==> src/rtl/fmiller_pkg.sv <==
// Shared types and constants for the FM/Miller receive path.
package fmiller_pkg;

  // Receive sequencer states.
  typedef enum logic [2:0] {
    IDLE    = 3'd0,
    HUNT    = 3'd1,
    LEN     = 3'd2,
    PAYLOAD = 3'd3,
    DRAIN   = 3'd4
  } state_t;

  // Default sync pattern, MSB received first.
  localparam logic [15:0] SYNC_WORD_DEF = 16'h2DD4;

  // Bit order on air for length and payload bytes.
  localparam bit MSB_FIRST = 1'b1;

endpackage

==> src/rtl/fmiller_rx_ctrl_if.sv <==
// Byte stream and frame status between the receive sequencer and its consumer.
interface fmiller_rx_ctrl_if;
  logic [7:0] byte_data;
  logic       byte_valid;
  logic       byte_ready;
  logic [7:0] frame_len;
  logic       frame_start;
  logic       frame_done;
  logic       frame_err;
  logic       busy;

  modport master (
    output byte_data, byte_valid, frame_len, frame_start, frame_done, frame_err, busy,
    input  byte_ready
  );

  modport slave (
    input  byte_data, byte_valid, frame_len, frame_start, frame_done, frame_err, busy,
    output byte_ready
  );
endinterface

==> src/rtl/fmiller_sync_det.sv <==
// Sync word hunter: shifts one sample per strobe and flags a match on the
// value the register would hold after this shift.
module fmiller_sync_det
  import fmiller_pkg::*;
#(
  parameter int                SYNC_W    = 16,
  parameter logic [SYNC_W-1:0] SYNC_WORD = SYNC_W'(SYNC_WORD_DEF)
) (
  input  logic clk2x,
  input  logic rst_n,
  input  logic clr,
  input  logic stb,
  input  logic bit_in,
  output logic match
);

  // Only SYNC_W-1 history bits are needed; the newest bit completes the word.
  logic [SYNC_W-2:0] sreg;
  logic [SYNC_W-1:0] shifted;

  assign shifted = {sreg, bit_in};
  assign match   = stb && !clr && (shifted == SYNC_WORD);

  // History register: cleared while not hunting, shifts on each sample.
  // NOTE: sequential state uses <= so every flop samples pre-edge values.
  always_ff @(posedge clk2x or negedge rst_n) begin
    if (!rst_n)     sreg <= '0;
    else if (clr)   sreg <= '0;
    else if (stb)   sreg <= shifted[SYNC_W-2:0];
  end

endmodule

==> src/rtl/fmiller_rx_ctrl.sv <==
// Receive-side sequencer: hunts sync, reads a length byte, streams payload
// bytes out on valid/ready and reports frame start/done/error.
module fmiller_rx_ctrl
  import fmiller_pkg::*;
#(
  parameter int                SYNC_W    = 16,
  parameter logic [SYNC_W-1:0] SYNC_WORD = SYNC_W'(SYNC_WORD_DEF),
  parameter int                MAX_LEN   = 32
) (
  input  logic clk2x,
  input  logic rst_n,
  input  logic rx_en,
  input  logic dec_bit,
  output logic dec_en,
  fmiller_rx_ctrl_if.master bus
);

  localparam logic [7:0] MAX_LEN_B = 8'(MAX_LEN);

  state_t     state, state_nx;
  logic       phase;
  logic [2:0] bit_cnt;
  logic [7:0] byte_cnt;
  logic [6:0] shreg;
  logic [7:0] samp_byte;
  logic [7:0] frame_len_q, byte_data_q;
  logic       byte_valid_q, start_q, done_q, err_q;
  logic       match, last_bit, xfer, load, collecting, busy_w;
  logic       start_nx, done_nx, err_nx;

  assign busy_w     = state inside {LEN, PAYLOAD, DRAIN};
  assign collecting = state inside {LEN, PAYLOAD};
  assign last_bit   = phase && (bit_cnt == 3'd7);
  assign xfer       = byte_valid_q && bus.byte_ready;
  // Byte as it stands once the current sample is shifted in.
  assign samp_byte  = MSB_FIRST ? {shreg, dec_bit} : {dec_bit, shreg};

  fmiller_sync_det #(.SYNC_W(SYNC_W), .SYNC_WORD(SYNC_WORD)) u_sync_det (
    .clk2x  (clk2x),
    .rst_n  (rst_n),
    .clr    (state != HUNT),
    .stb    (phase),
    .bit_in (dec_bit),
    .match  (match)
  );

  // State register.
  always_ff @(posedge clk2x or negedge rst_n) begin
    if (!rst_n) state <= IDLE;
    else        state <= state_nx;
  end

  // Next state and the event strobes that drive the datapath and pulses.
  // NOTE: every output gets a default first so no path can infer a latch.
  always_comb begin
    state_nx = state;
    start_nx = 1'b0;
    done_nx  = 1'b0;
    err_nx   = 1'b0;
    load     = 1'b0;
    case (state)
      IDLE:    if (rx_en) state_nx = HUNT;
      HUNT:    if (match) begin
                 start_nx = 1'b1;
                 state_nx = LEN;
               end
      LEN:     if (last_bit) begin
                 if (samp_byte == 8'd0 || samp_byte > MAX_LEN_B) begin
                   err_nx   = 1'b1;
                   state_nx = HUNT;
                 end else begin
                   state_nx = PAYLOAD;
                 end
               end
      PAYLOAD: if (last_bit) begin
                 // A transfer this edge frees the hold register for the new byte.
                 if (!byte_valid_q || bus.byte_ready) begin
                   load = 1'b1;
                   if (byte_cnt == 8'd1) state_nx = DRAIN;
                 end else begin
                   err_nx   = 1'b1;
                   state_nx = HUNT;
                 end
               end
      DRAIN:   if (xfer) begin
                 done_nx  = 1'b1;
                 state_nx = HUNT;
               end
      default: state_nx = IDLE;
    endcase
    // Software disable overrides everything; a frame in flight is an abort.
    if (!rx_en) begin
      state_nx = IDLE;
      start_nx = 1'b0;
      done_nx  = 1'b0;
      load     = 1'b0;
      err_nx   = busy_w;
    end
  end

  // Bit timing, sample assembly, counters, hold register and pulses.
  always_ff @(posedge clk2x or negedge rst_n) begin
    if (!rst_n) begin
      phase        <= 1'b0;
      dec_en       <= 1'b0;
      bit_cnt      <= '0;
      byte_cnt     <= '0;
      shreg        <= '0;
      frame_len_q  <= '0;
      byte_data_q  <= '0;
      byte_valid_q <= 1'b0;
      start_q      <= 1'b0;
      done_q       <= 1'b0;
      err_q        <= 1'b0;
    end else begin
      phase  <= (state == IDLE) ? 1'b0 : ~phase;
      dec_en <= (state != IDLE);

      if (collecting) begin
        if (phase) begin
          shreg   <= MSB_FIRST ? samp_byte[6:0] : samp_byte[7:1];
          bit_cnt <= bit_cnt + 3'd1;
        end
      end else begin
        bit_cnt <= '0;
      end

      if (state == LEN && state_nx == PAYLOAD) begin
        frame_len_q <= samp_byte;
        byte_cnt    <= samp_byte;
      end else if (load) begin
        byte_cnt <= byte_cnt - 8'd1;
      end

      if (!rx_en) begin
        byte_valid_q <= 1'b0;
        byte_data_q  <= '0;
      end else if (load) begin
        byte_data_q  <= samp_byte;
        byte_valid_q <= 1'b1;
      end else if (xfer) begin
        byte_valid_q <= 1'b0;
      end

      // frame_err outranks done, done outranks start.
      err_q   <= err_nx;
      done_q  <= done_nx && !err_nx;
      start_q <= start_nx && !err_nx && !done_nx;
    end
  end

  assign bus.byte_data   = byte_data_q;
  assign bus.byte_valid  = byte_valid_q;
  assign bus.frame_len   = frame_len_q;
  assign bus.frame_start = start_q;
  assign bus.frame_done  = done_q;
  assign bus.frame_err   = err_q;
  assign bus.busy        = busy_w;

endmodule

==> src/flat_wrapper.sv <==
// flat-port wrapper written by rule: the top's interface ports become plain ports
module fmiller_rx_ctrl_flat import fmiller_pkg::*;
#(
  parameter int                SYNC_W    = 16,
  parameter logic [SYNC_W-1:0] SYNC_WORD = SYNC_W'(SYNC_WORD_DEF),
  parameter int                MAX_LEN   = 32
)
  (clk2x, rst_n, rx_en, dec_bit, dec_en, bus_byte_data, bus_byte_valid, bus_frame_len, bus_frame_start, bus_frame_done, bus_frame_err, bus_busy, bus_byte_ready);
  fmiller_rx_ctrl_if bus_i ();
  input  logic clk2x;
  input  logic rst_n;
  input  logic rx_en;
  input  logic dec_bit;
  output logic dec_en;
  output wire logic [$bits(bus_i.byte_data)-1:0] bus_byte_data;
  output wire logic [$bits(bus_i.byte_valid)-1:0] bus_byte_valid;
  output wire logic [$bits(bus_i.frame_len)-1:0] bus_frame_len;
  output wire logic [$bits(bus_i.frame_start)-1:0] bus_frame_start;
  output wire logic [$bits(bus_i.frame_done)-1:0] bus_frame_done;
  output wire logic [$bits(bus_i.frame_err)-1:0] bus_frame_err;
  output wire logic [$bits(bus_i.busy)-1:0] bus_busy;
  input wire logic [$bits(bus_i.byte_ready)-1:0] bus_byte_ready;
  assign bus_byte_data = bus_i.byte_data;
  assign bus_byte_valid = bus_i.byte_valid;
  assign bus_frame_len = bus_i.frame_len;
  assign bus_frame_start = bus_i.frame_start;
  assign bus_frame_done = bus_i.frame_done;
  assign bus_frame_err = bus_i.frame_err;
  assign bus_busy = bus_i.busy;
  assign bus_i.byte_ready = bus_byte_ready;
  fmiller_rx_ctrl #(.SYNC_W(SYNC_W), .SYNC_WORD(SYNC_WORD), .MAX_LEN(MAX_LEN)) u_core (.clk2x(clk2x), .rst_n(rst_n), .rx_en(rx_en), .dec_bit(dec_bit), .dec_en(dec_en), .bus(bus_i));
endmodule
==> config.mk <==
export PLATFORM = sky130hd
export DESIGN_NAME = fmiller_rx_ctrl_flat
export DESIGN_NICKNAME = d
export VERILOG_FILES = /design/src/rtl/fmiller_pkg.sv /design/src/rtl/fmiller_rx_ctrl_if.sv /design/src/rtl/fmiller_sync_det.sv /design/src/rtl/fmiller_rx_ctrl.sv /design/src/flat_wrapper.sv
export SDC_FILE = /design/constraint.sdc
export NUM_CORES = 1
export LEC_CHECK = 0
export CAP_MARGIN = 30
export CORE_MARGIN = 3
export CORE_UTILIZATION = 40
export DETAILED_ROUTE_END_ITERATION = 8
export GPL_ROUTABILITY_DRIVEN = 0
export HOLD_SLACK_MARGIN = 0.03
export SYNTH_ARGS = -nofsm -noshare
export SYNTH_HDL_FRONTEND = slang
export SYNTH_HIERARCHICAL = 1
export SYNTH_SLANG_ARGS = --single-unit
==> constraint.sdc <==
create_clock -name clk2x -period 3.1 [get_ports clk2x]
set_input_delay 0.465 -clock clk2x [delete_from_list [all_inputs] [get_ports clk2x]]
set_output_delay 0.465 -clock clk2x [all_outputs]
set_load 0.1 [all_outputs]
==> run metrics, run 1 <==
crit-path max FO=4; grt total ovfl=0; Synth Area in Compound Gates=0.0921; vias in the first global route=1925; # nets final=287; Seq cells post-synth=58; Final Hold Viols=0; Port Buffer Count=26; Power Dens Cells=462 mW/mm^2; CTS Root Cell=clkbuf_8; clk_skew=0.00669 ns; DRT Pass-1 Iters=4; ANT cells=0; max-cap viol count=0; Avg Cell Area, Syn=11.0 um^2; Avg WL per Cell=15.9 um; Slew Limit Fails=0; Synth Area in Simple Gates=0.169; Initial Util=0.418; xor/xnor cell area share of the yosys netlist=0.00972; layout cells sized above 1=0.223; total number of yosys warnings=6; number of flops mapped to enable cells by yosys=0; CP arrival=2.63 ns; adder-cell area share of the yosys netlist=0.0185; synthesized cell area=0.00270 mm^2; Peak VDD IR=265 uV; sequential share of the synthesized area=0.537; Hold Path Class=input pin to async pin; most frequent cells in the layout=dfrtp_1 (58), nor2_1 (36), buf_4 (31), mux2i_1 (24), nand2_1 (20); Worst-path clk slew=0.06 ns; post-cts sizing count=0; Area Growth Syn to Fin=16.9%; DR vias/cell=5.36; first-pass GRT wire length=9610 um; dpl ws=0.326 ns; Yosys top cell area share=0.537; Pleak=0.00157 uW; Slew @ Worst Pin=0.620 ns; post-synthesis mux area share=0.135; predominant post-synthesis flop cell=dfrtp_1; Setup CP Type=input pin to flip-flop; main combinational cell family by area after synthesis=simple AND/OR/NAND/NOR gates; CTS max path bufs=2; Min Clock Period, post-route=2.42 ns; DIE WIDTH=88.2 um; Setup crit start=dec_bit; DR vias=1924; period utilisation layout=0.781; status=finished clean; CTS buffer count=9; ranking of synthesized cells by area=dfrtp_1 (54%), mux2i_1 (8.9%), nor2_1 (5.0%); syn nets=254; FMAX=0.413 GHz; dominant cell type by area after synthesis=dfrtp_1; initial antenna violation count=0; DR iter-0 viols=74; Post-Syn Instances=245; Worst-Skew Late Latency=0.33 ns; Post-synth ARST share=1.00; TritonCTS clock tree=yes; post-cts hold buffer count=0; antenna-violating nets left=0; DR DRC count=0; Routed Wire Length=5710 um; RSZ-0062 raised after global routing=false; # H-tree levels=3; commonest non-fill, non-tap cell in the layout=dfrtp_1; IO Pins=27; CORE AREA=0.00646 mm^2; final setup fails=0; DP HPWL=3950 um; clock sink count=58; RR Startpoint=u_core/bit_cnt[0]; Required @ worst endpoint=3.31 ns; CP Launch Type=input pin; full die area=0.00778 mm^2; Crit. End Element=flip-flop; DP Area=0.00299 mm^2; post-CTS setup buffer count=0; setup TNS=0 ns; PnR worst setup slack=0.679 ns; Die Y=88.2 um; Yosys cell types=47; GRT Total Usage=0.163; pin count of the biggest net entering global routing=24; post-route cell area=0.00316 mm^2; Rows=29; Slew HR=0.583
[logic make-up after synthesis]
group,Yosys count
xor+xnor,3
fa+ha+maj,4
buf+inv,20
compound gates,34
simple gates,91
mux,35
flops,58
[layer usage]
layer  global-route usage  vias to the layer above  routed length [um]
li1                     -                      925                   -
met4               0.0810                        0                 121
met2                0.230                       41                2510
met1                0.227                      945                2810
met3               0.0480                       13                 265
met5                    0                        -                   0
[report_power, final]
group / internal [uW] / switching (uW) / leakage (uW) / total, uW
Sequential: 763 / 6.57 / 0.000785 / 770
Clock: 325 / 279 / 0.0000920 / 604
Combinational: 26.5 / 57.5 / 0.000692 / 84.0
[synth_stat cells, types with 2 or more instances]
cell type / count
a221o_1: 3
mux2i_1: 24
xnor2_1: 2
inv_1: 7
buf_2: 3
o21a_1: 2
ha_1: 4
nand3_1: 4
nand4_1: 6
nand2b_1: 2
nor4_1: 2
nor2_1: 36
o21ai_0: 5
nor3_1: 3
a31oi_1: 3
nor2b_1: 5
o31ai_1: 2
clkbuf_1: 6
or3_1: 3
dfrtp_1: 58
nand2_1: 20
o41ai_1: 2
a21oi_1: 7
buf_6: 3
mux2_2: 11
[through the flow]
step	hold WS, ns	power (uW)	utilization	cells
finish	0.0391	1460	0.489	359
global route	0.0568	1530	0.489	359
CTS	0.0441	1490	0.489	359
detailed placement	0.406	868	0.463	344
global placement	0.402	868	0.463	344
floorplan	0.169	830	-	245
[cell type report]
class	instances	area [um^2]
Clock buffer	12	155
Inverter	7	26.3
Multi-Input combinational cell	167	1150
Fill cell	593	3300
Timing Repair Buffer	35	268
Tap cell	77	96.3
Clock inverter	3	15.0
Sequential cell	58	1450
[critical path, stage by stage]
cell and delay [ns]:
clkdlybuf4s50_1 0.47, nor4b_2 0.27, nand4_1 0.13, nor4_2 0.38
and3b_1 0.22, o21bai_1 0.09, nand4_1 0.18, nand3_1 0.12
a221o_1 0.32
[state kept, by name, summed over array words and instances, names as in the netlist]
| register | flops |
|---|---|
| u_core/bus.frame_len | 8 |
| u_core/bit_cnt | 3 |
| u_core/u_sync_det/sreg | 15 |
| u_core/bus.byte_data | 8 |
| u_core/byte_cnt | 8 |
| u_core/state | 3 |
| u_core/bus.byte_valid | 1 |
| u_core/bus.frame_done | 1 |
| u_core/bus.frame_start | 1 |
| u_core/phase | 1 |
| u_core/shreg | 7 |
| u_core/bus.frame_err | 1 |
| u_core/dec_en | 1 |
[final timing paths]
check | endpoint | slack [ns] | cells after the start
worst max-delay path | u_core/byte_cnt[4] | 0.68 | 9
max in group asynchronous | u_core/bus.byte_data[5] | 2.43 | 2
worst min-delay path | u_core/u_sync_det/sreg[4] | 0.04 | 1
worst min register to register | u_core/byte_cnt[7] | 0.48 | 1
min in group clk2x | u_core/byte_cnt[7] | 0.48 | 1
worst max register to register | u_core/byte_cnt[7] | 0.82 | 8
(Power assumes the default switching activity.)
==> run 2: changes to the inputs <==
==> constraint.sdc (replaced) <==
create_clock -name clk2x -period 2.4 [get_ports clk2x]
set_input_delay 0.36 -clock clk2x [delete_from_list [all_inputs] [get_ports clk2x]]
set_output_delay 0.36 -clock clk2x [all_outputs]
set_load 0.1 [all_outputs]
==> run metrics, run 2 (synthesis gave the netlist of run 1 again) <==
DP Area=0.00311 mm^2; Required @ worst endpoint=2.63 ns; Slew HR=0.625; multi-input logic area=0.00115 mm^2; period utilisation layout=0.892; DR vias/cell=5.30; vias in the first global route=1873; grt total ovfl=0; GRT Total Usage=0.164; worst path cell trace=ha_1 -> ha_1 -> nand2_1 -> or3_4 -> a211oi_4 -> buf_12 -> mux2_2; GRT Max-Usage Layer=met1; DR iter-0 viols=124; initial antenna violation count=0; Net Sw Frac=0.226; Crit. End Element=flip-flop; DR DRC count=0; Area Growth Syn to Fin=23.4%; Pleak=0.00165 uW; Die Y=88.2 um; # H-tree levels=3; met3 Resource Use GR=0.0517; Min Clock Period, post-route=2.14 ns; Design Power=2110 uW; pin count of the biggest net entering global routing=59; DR vias=1962; Hold Path Class=flip-flop to flip-flop; CP arrival=2.37 ns; Peak VDD IR=395 uV; met2 Track Usage GR=0.215; post-route cell area=0.00333 mm^2; TritonCTS clock tree=yes; critical path's most frequent cell=ha_1; CP delay by family, top=simple AND/OR/NAND/NOR gates; ANT cells=0; Port Buffer Count=26; DP HPWL=3790 um; max-cap viol count=0; RSZ-0062 raised after global routing=false; layout cells sized above 1=0.249; Worst-path clk slew=0.07 ns; Routed Wire Length=5630 um; Slew @ Worst Pin=0.563 ns; final setup fails=0; CTS buffer count=9; number of flip-flops in the largest register=15; Avg WL per Cell=15.2 um; Slew Limit Fails=0; Storage cell area=0.00145 mm^2; Inst Count DP=353; post-CTS setup buffer count=0; CTS Root Cell=clkbuf_8; Final Non-Filler Cells=370; Gate power share=0.054; Internal=1640 uW; Rows=29; clk_skew=0.00915 ns; most frequent cells in the layout=dfrtp_1 (58), buf_4 (36), nor2_1 (36), mux2i_1 (24), nand2_1 (20); Clock Power Share=0.476; reg2reg setup slack=0.26 ns; CORE AREA=0.00646 mm^2; sequential power share=0.470; FMAX=0.467 GHz; crit-path max FO=6; largest register by flop count=u_core/u_sync_det/sreg; post-cts sizing count=0; commonest non-fill, non-tap cell in the layout=dfrtp_1; Worst path max stage delay=0.44 ns; FILL cells=595; full die area=0.00778 mm^2; Crit-path slowest cell=or3_4; IO Pins=27; Initial Util=0.418; WHS=0.483 ns; clock sink count=58; CTS max path bufs=2; DIE WIDTH=88.2 um; Power Dens Cells=633 mW/mm^2; Buffers & Inverters on Critical Path=1; Setup CP Type=flip-flop to flip-flop; Final Hold Viols=0; DRT Pass-1 Iters=4; CP Launch Type=flip-flop; antenna-violating nets left=0; M1 GR Usage=0.248; status=finished clean; # nets final=297; Worst-Skew Late Latency=0.34 ns; net switching power figure=477 uW; first-pass GRT wire length=9570 um
run 2: what timing repair did:
action | CTS | global route
hold buffers | 1 | 0
endpoints found under the hold margin | 58 | 0
endpoints found under the setup margin | 0 | 2
run 2: per-layer routing:
metal / wire length [um] / up-vias
li1: - / 953
met4: 64 / 0
met5: 0 / -
met2: 2440 / 38
met3: 241 / 6
met1: 2890 / 965
run 2: worst reg2reg max path: stages, from the launching register on:
cell and delay (ns):
dfrtp_1 0.37, ha_1 0.16, ha_1 0.16, nand2_1 0.16, or3_4 0.44, a211oi_4 0.27
buf_12 0.16, mux2_2 0.33
run 2: stage by stage:
| step | util | setup WS, ns | TNS (ns) |
|---|---|---|---|
| after floorplan | - | 0.143 | 0 |
| after global placement | 0.481 | -0.145 | -0.416 |
| after detailed placement | 0.481 | -0.189 | -0.560 |
| after CTS | 0.516 | 0.189 | 0 |
| after global routing | 0.516 | 0.0692 | 0 |
| final | 0.516 | 0.260 | 0 |
run 2: power by group through the flow:
stage	sequential, uW	clock [uW]	combinational (uW)
after floorplan	1020	0	49.3
final	992	1000	115
after detailed placement	1010	0	117
after global placement	1010	0	116
after global routing	992	1070	127
after CTS	992	1040	118
run 2: final cells by class:
type,count,share of cell area
inverters,7,0.00788
clock buffers,11,0.0424
clock inverters,5,0.0233
multi-input cells,167,0.344
repair buffers,45,0.119
flip-flops and latches,58,0.435
well taps,77,0.0289
run 2: final timing paths:
check	end	from	cells past startpoint
max in group asynchronous	u_core/bit_cnt[2]	rst_n	3
worst max-delay path	u_core/bus.frame_len[3]	u_core/bit_cnt[0]	7
worst min register to register	u_core/byte_cnt[7]	u_core/byte_cnt[7]	1
worst min-delay path	u_core/byte_cnt[7]	u_core/byte_cnt[7]	1
worst max register to register	u_core/bus.frame_len[3]	u_core/bit_cnt[0]	7
min in group asynchronous	u_core/u_sync_det/sreg[14]	rst_n	3
